[config.mk]
export PLATFORM = sky130hd
export DESIGN_NAME = mem_hexdump_flat
export DESIGN_NICKNAME = d
export VERILOG_FILES = /design/src/rtl/mem_hexdump_if.sv /design/src/rtl/mem_hexdump.sv /design/src/flat_wrapper.sv
export SDC_FILE = /design/constraint.sdc
export NUM_CORES = 1
export LEC_CHECK = 0
export ABC_AREA = 1
export CAP_MARGIN = 20
export CORE_ASPECT_RATIO = 0.7
export CORE_MARGIN = 4
export CORE_UTILIZATION = 56
export DETAILED_ROUTE_END_ITERATION = 7
export GPL_ROUTABILITY_DRIVEN = 0
export PLACE_DENSITY_LB_ADDON = 0.2
export SLEW_MARGIN = 5
export SYNTH_ARGS = -nofsm -noshare
export SYNTH_HDL_FRONTEND = slang
export SYNTH_SLANG_ARGS = --single-unit
[constraint.sdc]
create_clock -name clk -period 2.1 [get_ports clk]
set_input_delay 0.525 -clock clk [delete_from_list [all_inputs] [get_ports clk]]
set_output_delay 0.525 -clock clk [all_outputs]
set_load 0.1 [all_outputs]
[src/rtl/mem_hexdump_if.sv]
// mem_hexdump_if
// Bundles every non-clock signal of mem_hexdump: the dump request
// (start/start_addr/end_addr), the memory read port (rd_en/rd_addr/rd_data),
// the ASCII byte stream (out_valid/out_data/out_ready) and status (busy/done).
//   master : the hexdump engine side (drives read port, byte stream, status)
//   slave  : the environment side (requests dumps, supplies memory data,
//            sinks the byte stream)
interface mem_hexdump_if #(
  parameter int DATA_W = 16,
  parameter int ADDR_W = 2
);
  logic              start;
  logic [ADDR_W-1:0] start_addr;
  logic [ADDR_W-1:0] end_addr;
  logic              rd_en;
  logic [ADDR_W-1:0] rd_addr;
  logic [DATA_W-1:0] rd_data;
  logic              out_valid;
  logic [7:0]        out_data;
  logic              out_ready;
  logic              busy;
  logic              done;

  modport master (
    input  start, start_addr, end_addr, rd_data, out_ready,
    output rd_en, rd_addr, out_valid, out_data, busy, done
  );

  modport slave (
    output start, start_addr, end_addr, rd_data, out_ready,
    input  rd_en, rd_addr, out_valid, out_data, busy, done
  );
endinterface

[src/rtl/mem_hexdump.sv]
// mem_hexdump
// Walks a memory range (ascending or descending, both endpoints included)
// and streams each word as hex-memory-file compatible text: DATA_W/4 lowercase
// hex characters, most significant nibble first, followed by a newline.
// Ports:
//   clk  : rising-edge clock
//   rst  : asynchronous active-high reset
//   bus  : mem_hexdump_if.master (request, memory read port, byte stream,
//          busy/done status)
// DATA_W must be a multiple of 4.
module mem_hexdump #(
  parameter int DATA_W = 16,
  parameter int ADDR_W = 2
) (
  input  logic          clk,
  input  logic          rst,
  mem_hexdump_if.master bus
);
  localparam int NCHR  = DATA_W / 4;
  localparam int CNT_W = (NCHR > 1) ? $clog2(NCHR) : 1;
  localparam logic [CNT_W-1:0] LAST_NIB = CNT_W'(NCHR - 1);

  typedef enum logic [2:0] {IDLE, FETCH, WAIT, EMIT, EOL, DONE} state_t;

  state_t            state;
  logic [ADDR_W-1:0] addr;
  logic [ADDR_W-1:0] end_q;
  logic              desc;
  logic [DATA_W-1:0] shift;
  logic [CNT_W-1:0]  count;

  logic [DATA_W-1:0] shift_next;
  logic [ADDR_W-1:0] next_addr;

  // Next nibble is read from the already-shifted word so the byte presented
  // after a handshake is ready in the same edge.
  assign shift_next = shift << 4;
  // Modulo stepping; a legal dump stops at end_q before any wrap.
  assign next_addr  = desc ? addr - 1'b1 : addr + 1'b1;

  function automatic logic [7:0] to_hex(input logic [3:0] nib);
    return (nib < 4'd10) ? 8'h30 + {4'h0, nib} : 8'h57 + {4'h0, nib};
  endfunction

  // Single FSM with registered outputs; every output is updated together
  // with the transition that makes it change.
  always_ff @(posedge clk or posedge rst) begin
    if (rst) begin
      state         <= IDLE;
      addr          <= '0;
      end_q         <= '0;
      desc          <= 1'b0;
      shift         <= '0;
      count         <= '0;
      bus.rd_en     <= 1'b0;
      bus.rd_addr   <= '0;
      bus.out_valid <= 1'b0;
      bus.out_data  <= 8'h00;
      bus.busy      <= 1'b0;
      bus.done      <= 1'b0;
    end else begin
      case (state)
        IDLE: begin
          if (bus.start) begin
            addr        <= bus.start_addr;
            end_q       <= bus.end_addr;
            desc        <= (bus.start_addr > bus.end_addr);
            bus.rd_en   <= 1'b1;
            bus.rd_addr <= bus.start_addr;
            bus.busy    <= 1'b1;
            state       <= FETCH;
          end
        end
        FETCH: begin
          bus.rd_en <= 1'b0;
          state     <= WAIT;
        end
        WAIT: begin
          shift         <= bus.rd_data;
          count         <= '0;
          bus.out_valid <= 1'b1;
          bus.out_data  <= to_hex(bus.rd_data[DATA_W-1 -: 4]);
          state         <= EMIT;
        end
        EMIT: begin
          if (bus.out_ready) begin
            shift <= shift_next;
            count <= count + 1'b1;
            if (count == LAST_NIB) begin
              bus.out_data <= 8'h0A;
              state        <= EOL;
            end else begin
              bus.out_data <= to_hex(shift_next[DATA_W-1 -: 4]);
            end
          end
        end
        EOL: begin
          if (bus.out_ready) begin
            bus.out_valid <= 1'b0;
            if (addr == end_q) begin
              bus.done <= 1'b1;
              state    <= DONE;
            end else begin
              addr        <= next_addr;
              bus.rd_en   <= 1'b1;
              bus.rd_addr <= next_addr;
              state       <= FETCH;
            end
          end
        end
        DONE: begin
          bus.done <= 1'b0;
          bus.busy <= 1'b0;
          state    <= IDLE;
        end
        default: begin
          state         <= IDLE;
          bus.rd_en     <= 1'b0;
          bus.out_valid <= 1'b0;
          bus.busy      <= 1'b0;
          bus.done      <= 1'b0;
        end
      endcase
    end
  end
endmodule

[src/flat_wrapper.sv]
// flat-port wrapper written by rule: the top's interface ports become plain ports
module mem_hexdump_flat 
#(
  parameter int DATA_W = 16,
  parameter int ADDR_W = 2
)
  (clk, rst, bus_start, bus_start_addr, bus_end_addr, bus_rd_data, bus_out_ready, bus_rd_en, bus_rd_addr, bus_out_valid, bus_out_data, bus_busy, bus_done);
  mem_hexdump_if #(.DATA_W(DATA_W), .ADDR_W(ADDR_W)) bus_i ();
  input  logic clk;
  input  logic rst;
  input wire logic [$bits(bus_i.start)-1:0] bus_start;
  input wire logic [$bits(bus_i.start_addr)-1:0] bus_start_addr;
  input wire logic [$bits(bus_i.end_addr)-1:0] bus_end_addr;
  input wire logic [$bits(bus_i.rd_data)-1:0] bus_rd_data;
  input wire logic [$bits(bus_i.out_ready)-1:0] bus_out_ready;
  output wire logic [$bits(bus_i.rd_en)-1:0] bus_rd_en;
  output wire logic [$bits(bus_i.rd_addr)-1:0] bus_rd_addr;
  output wire logic [$bits(bus_i.out_valid)-1:0] bus_out_valid;
  output wire logic [$bits(bus_i.out_data)-1:0] bus_out_data;
  output wire logic [$bits(bus_i.busy)-1:0] bus_busy;
  output wire logic [$bits(bus_i.done)-1:0] bus_done;
  assign bus_i.start = bus_start;
  assign bus_i.start_addr = bus_start_addr;
  assign bus_i.end_addr = bus_end_addr;
  assign bus_i.rd_data = bus_rd_data;
  assign bus_i.out_ready = bus_out_ready;
  assign bus_rd_en = bus_i.rd_en;
  assign bus_rd_addr = bus_i.rd_addr;
  assign bus_out_valid = bus_i.out_valid;
  assign bus_out_data = bus_i.out_data;
  assign bus_busy = bus_i.busy;
  assign bus_done = bus_i.done;
  mem_hexdump #(.DATA_W(DATA_W), .ADDR_W(ADDR_W)) u_core (.clk(clk), .rst(rst), .bus(bus_i));
endmodule
After elaboration in Yosys (flattened, before gate mapping)
Index checks and enable logic that the tools add are counted.
{ "op_classes": {"n_eq_ne": 13, "n_lt_le_gt_ge": 3, "n_reduce_logical": 15, "bitwise": 4, "add_sub_neg": 7, "mux": 30} }
{ "ops": {"columns": ["operator", "count"], "rows": [
  ["2-to-1 mux 8 bit", 4],
  ["case mux 12 bit (2 select lines)", 1],
  ["adder 7 x 4 -> 8 bit (first input constant)", 2],
  ["case mux 8 bit (2 select lines)", 1],
  ["2-to-1 mux 3 bit", 5],
  ["case mux 3 bit (5 select lines)", 1],
  ["adder 6 x 4 -> 7 bit (first input constant)", 2],
  ["2-to-1 mux 12 bit", 1],
  ["AND reduction 4 bit", 3],
  ["OR reduction 4 bit", 3],
  ["2-to-1 mux 2 bit", 5],
  ["less-than comparator 4 bit (second input constant)", 2],
  ["!= test 2 bit (second input constant)", 4],
  ["case mux 2 bit (2 select lines)", 2],
  ["AND reduction 2 bit", 4],
  ["equality test 3 x 2 -> 1 bit (second input constant)", 2],
  ["equality test 3 bit (second input constant)", 2],
  ["2-to-1 mux 1 bit", 6],
  ["case mux 1 bit (3 select lines)", 2],
  ["adder 2 x 1 -> 2 bit (second input constant)", 2],
  ["!= test 2 x 1 -> 1 bit (second input constant)", 2],
  ["inverter 1 bit", 4],
  ["case mux 1 bit (2 select lines)", 2],
  ["nonzero test 2 bit", 2],
  ["other kinds (8)", 8]
]} }
{ "word_totals": {"inputBits": 24, "wordCells": 83, "out_inout_bits": 14, "ff_bits": 34} }

Logic depth before layout (Yosys ltp)
{ "depth": {"depth_word": 5, "depth_mapped": 10, "mapped_depth_nobuf": 9} }

Worst setup path before layout
Ideal clock, no wire load.
{ "synth_timing": {"kind": "reg2reg", "from": "register u_core.bus.rd_addr[0] (netlist name)", "to": "register u_core.bus.rd_addr[1]", "synth_period_minus_slack_ns": 1.665, "arrival_ns": 1.545, "setup_time_ns": 0.120, "required_ns": 1.980, "slack_ns": 0.435, "n_path_buf": 0, "stages_incl_launch_ff": 7, "cell_sequence": "dfrtp_1 -> xnor2_1 -> nand3_2 -> nand2_1 -> nor2_1 -> nand2_1 -> nand2_1"} }
{ "synth_rtl": {"columns": ["item", "line_no", "text"], "rows": [
  ["end signal: assignment", "mem_hexdump.sv:69", "bus.rd_addr <= bus.start_addr;"],
  ["end signal: assignment", "mem_hexdump.sv:106", "bus.rd_addr <= next_addr;"],
  ["end: declaration", "mem_hexdump_if.sv:26", "output rd_en, rd_addr, out_valid, out_data, busy, done"]
]} }

Worst setup path after layout
{ "layout_timing": {"from": "input bus_rd_data[12]", "to": "register u_core.bus.out_data[2]"} }
{ "layout_between": {"elab_chain_cells": 3, "word_cells_on_any_way": 5, "classes_between": "add/sub: 2; order compare: 1; mux: 2"} }
{ "layout_lines": {"columns": ["item", "line_no", "text"], "rows": [
  ["start: declaration", "flat_wrapper.sv:14", "input wire logic [$bits(bus_i.rd_data)-1:0] bus_rd_data;"],
  ["adder 7 x 4 -> 8 bit (tied with other cells)", "mem_hexdump.sv:42", "return (nib < 4'd10) ? 8'h30 + {4'h0, nib} : 8'h57 + {4'h0, nib};"],
  ["2-to-1 mux 8 bit (*)", "mem_hexdump.sv:42", null],
  ["case mux 8 bit (2 select lines) (*)", "mem_hexdump.sv:62", "case (state)"],
  ["end signal: assignment", "mem_hexdump.sv:82", "bus.out_data <= to_hex(bus.rd_data[DATA_W-1 -: 4]);"],
  ["end signal: assignment", "mem_hexdump.sv:93", "bus.out_data <= to_hex(shift_next[DATA_W-1 -: 4]);"],
  ["end: declaration", "mem_hexdump_if.sv:26", null]
]} }
Mark *: on every way between the ends. The rest lies on a longest branch, timed or not.
A chain may end at the register's enable or synchronous reset.

==> results.md <==
* 1st-iter DRT viols at between 100 and 150
* Drt drc at 0
* Total length of routed wires at slightly above 4000 um
* Area post-placement at approximately 0.0024 mm^2
* Layout cells sized above 1 at between 20% and 30%
* Max Clk Rate at between 600 and 700 MHz
* Fin nets at 307
* CP Launch Point: bus_rd_data[12]
* Io pins at 38
* CTS root buf: clkbuf_8
* TritonCTS clock tree: done
* Reg2reg setup slack at 0.53 ns
* Sequential fraction of design power at a little over a quarter
* Final antenna-violating net count at 0
* Final Hold Fails at 0
* Seq/Total Area, Yosys at around two fifths
* Setup bufs post-CTS at 0
* Worst r2r src: u_core.state[2]$_DFFE_PP0P_
* Power per cell area at around 1800 mW/mm^2
* Cell Int Power at around 0.0021 W
* Most frequent cells in the layout: nand2_1 (75), dfrtp_1 (33), clkdlybuf4s50_1 (23)
* Asr flop ratio synth at 100.0%
* Syn-to-layout area delta at 24.07%
* NetSw at approximately 0.0024 W
* Post-cts resize count at 0
* Port bufs at 36
* Via count at between 1,500 and 2,000
* Clk buf depth at 2
* Design area at 0.002470 mm^2
* Die footprint at around 0.0046 mm^2
* Clock Latency Late Sink at approximately 0.28 ns
* DIE WIDTH at just under 80 um
* Compound-Gate Fraction of Synth Area at 17.28%
* Height of the die at about 58 um
* Worst Setup End Kind: register
* Unrepaired setup endpoints after global routing: no
* Reg clk slew, reported paths at approximately 0.070 ns
* Flops & latches, synth at 33
* Sinks on Clock Net at 33
* Main combinational cell family by area after synthesis: simple AND/OR/NAND/NOR gates
* Power Total at 0.004488 W
* Post-Synth Simple-Gate Area at 27.09%
* R2R depth at 6
* Setup TNS at 0 ns
* Leakage power at about 1.2 nW
* Crit-path max FO at 3
* Max-Cap Viols at 0
* Yosys top cell area share at between 40% and 50%
* Arrival time at the worst endpoint at approximately 1.9 ns
* Max VDD drop at between 1 and 1.5 mV
* Clock power frac at 13.7%
* Initial antenna violation count at 0
* Post-synth EDFFs at 0
* GRT Overall Usage at a little under 20%
* Sequential cell area at between 800 and 900 um^2
* WS Path Type: input port to register
* Post-synthesis cell area at between 0.0015 and 0.002 mm^2
* Synth Area in XOR/XNOR at less than 1%
* Largest area contributor in the netlist: dfrtp_1
* Core Area at 0.003276 mm^2
* Antenna cells at 0
* Comb pwr share at approximately three fifths
* Status: finished, final reports clean
* H-tree level count at 2
* Global route total overflow at 0
* Worst Skew at 0.005121 ns
* Initial core utilization at roughly three fifths
* Syn Nets at between 200 and 300
* First-pass GRT wire length at between 6000 and 7000 um
* Num CTS Buffers at 5
* Number of global-route vias before repair at 1,518
* DR vias/cell at ~5.2
* End point of the critical path: u_core.bus.out_data[2]$_DFFE_PP0P_
* Post-synthesis average cell area at 8.329 um^2
* Largest net degree at the start of global routing at 34
* Hpwl dp at a little over 3000 um
* Commonest non-fill, non-tap cell in the layout: nand2_1
* Post-Syn Instances at 239
* Mux share of post-synthesis cell area at less than 1%
* Crit share post-route at 78.33%
* Switching part of the total power at 52.47%
* Min-delay worst type: register to register
* Multi-input logic area at slightly below 0.001 mm^2
* Yosys cell types at 31
* Count of final setup violators at 0
* Startpoint types: input port
* Synth warn at 0
* Primary FF master, synth: dfrtp_1
* FILL cells at 258
* RR Endpoint: u_core.shift[10]$_DFFE_PP0P_
* Max-slew violations at 0
* Synth Area in Adders at under 10%
* Drt wl/cell at ~12 um
* Tmin final at between 1.5 and 2 ns
* # rows at 17
* Hold buffers post-CTS at 0
* Ranking of synthesized cells by area: dfrtp_1 (41%), nand2_1 (14%), o21ai_2 (5.3%), inv_1 (4.1%), ha_1 (3.1%)
* First drt pass iteration count at 4
* Crit path required time at around 2.3 ns
==> area by class of cell <==
class | instances | share of cell area [%]
Multi-Input combinational cell | 171 | 39.26
Timing Repair Buffer | 40 | 15.50
Tap cell | 47 | 2.381
Clock inverter | 1 | 1.216
Inverter | 27 | 4.711
Clock buffer | 7 | 3.495
Sequential cell | 33 | 33.43
==> metrics by stage <==
| stage | util, % | setup slack [ns] | hold slack [ns] | std cells |
|---|---|---|---|---|
| 2_1_floorplan | - | 0.4349 | 0.4557 | 239 |
| 3_3_place_gp | 71.85 | 0.1922 | 0.4629 | 318 |
| 3_5_place_dp | 71.85 | 0.1697 | 0.4707 | 318 |
| 4_1_cts | 75.40 | 0.4586 | 0.4887 | 326 |
| 5_1_grt | 75.40 | 0.3620 | 0.5150 | 326 |
| 6_report | 75.40 | 0.4550 | 0.4869 | 326 |
==> power by group through the flow <==
| stage | logic (W) | clock network, W | registers [W] |
|---|---|---|---|
| floorplan | 0.00142 | 0 | 0.00193 |
| global placement | 0.00264 | 0 | 0.00119 |
| detailed placement | 0.00268 | 0 | 0.00120 |
| CTS | 0.00269 | 0.000625 | 0.00119 |
| global route | 0.00291 | 0.000654 | 0.00124 |
| finish | 0.00268 | 0.000617 | 0.00119 |
==> state kept, by name, summed over array words and instances, names as in the netlist, 2 cells and up <==
register,cells
u_core.state,3
u_core.shift,12
u_core.count,2
u_core.bus.rd_addr,2
u_core.end_q,2
u_core.bus.out_data,7
==> Yosys cell counts (all sizes together) (4+ instances only) <==
| cell type | n |
|---|---|
| o22ai | 4 |
| a21oi | 6 |
| nor2 | 20 |
| dfrtp | 33 |
| o21ai | 24 |
| nand3 | 16 |
| ha | 5 |
| buf | 8 |
| nand2 | 76 |
| or2 | 5 |
| inv | 26 |
| a32o | 4 |
==> worst max-delay path, stage by stage <==
cell             delay (ns)
clkdlybuf4s50_1        0.49
inv_1                  0.07
ha_1                   0.22
or2_2                  0.29
nand3_1                0.08
nand2_1                0.05
nand2_1                0.06
nand2_1                0.04
nand2_1                0.06
==> kinds of logic after synthesis <==
logic type               after synthesis
AO/OA/AOI/OAI                         43
XOR/XNOR                               1
adder cells (fa/ha/maj)                5
buffers and inverters                 35
flip-flops                            33
multiplexers                           1
other                                  1
AND/OR/NAND/NOR                      120
==> layer usage <==
| metal | share of wire [%] | wire [um] | track usage, % |
|---|---|---|---|
| met4 | 1.7 | 70 | 8.088 |
| met5 | 0 | 0 | 0 |
| met3 | 7.1 | 287 | 5.124 |
| met1 | 51 | 2066 | 28.81 |
| met2 | 40 | 1636 | 26.86 |
==> worst min-delay path by stage <==
stage / from / to / slack (ns) / cells past startpoint
after floorplan: u_core.shift[4]$_DFFE_PP0P_ / u_core.shift[4]$_DFFE_PP0P_ / 0.46 / 2
after global placement: u_core.bus.out_valid$_DFFE_PP0P_ / u_core.bus.out_valid$_DFFE_PP0P_ / 0.46 / 2
after detailed placement: u_core.shift[4]$_DFFE_PP0P_ / u_core.shift[4]$_DFFE_PP0P_ / 0.47 / 2
after CTS: u_core.shift[4]$_DFFE_PP0P_ / u_core.shift[4]$_DFFE_PP0P_ / 0.49 / 2
after global routing: u_core.bus.out_data[2]$_DFFE_PP0P_ / u_core.bus.out_data[2]$_DFFE_PP0P_ / 0.51 / 2
final: u_core.shift[4]$_DFFE_PP0P_ / u_core.shift[4]$_DFFE_PP0P_ / 0.49 / 2
Note: power is estimated with default switching activity, not from simulation.
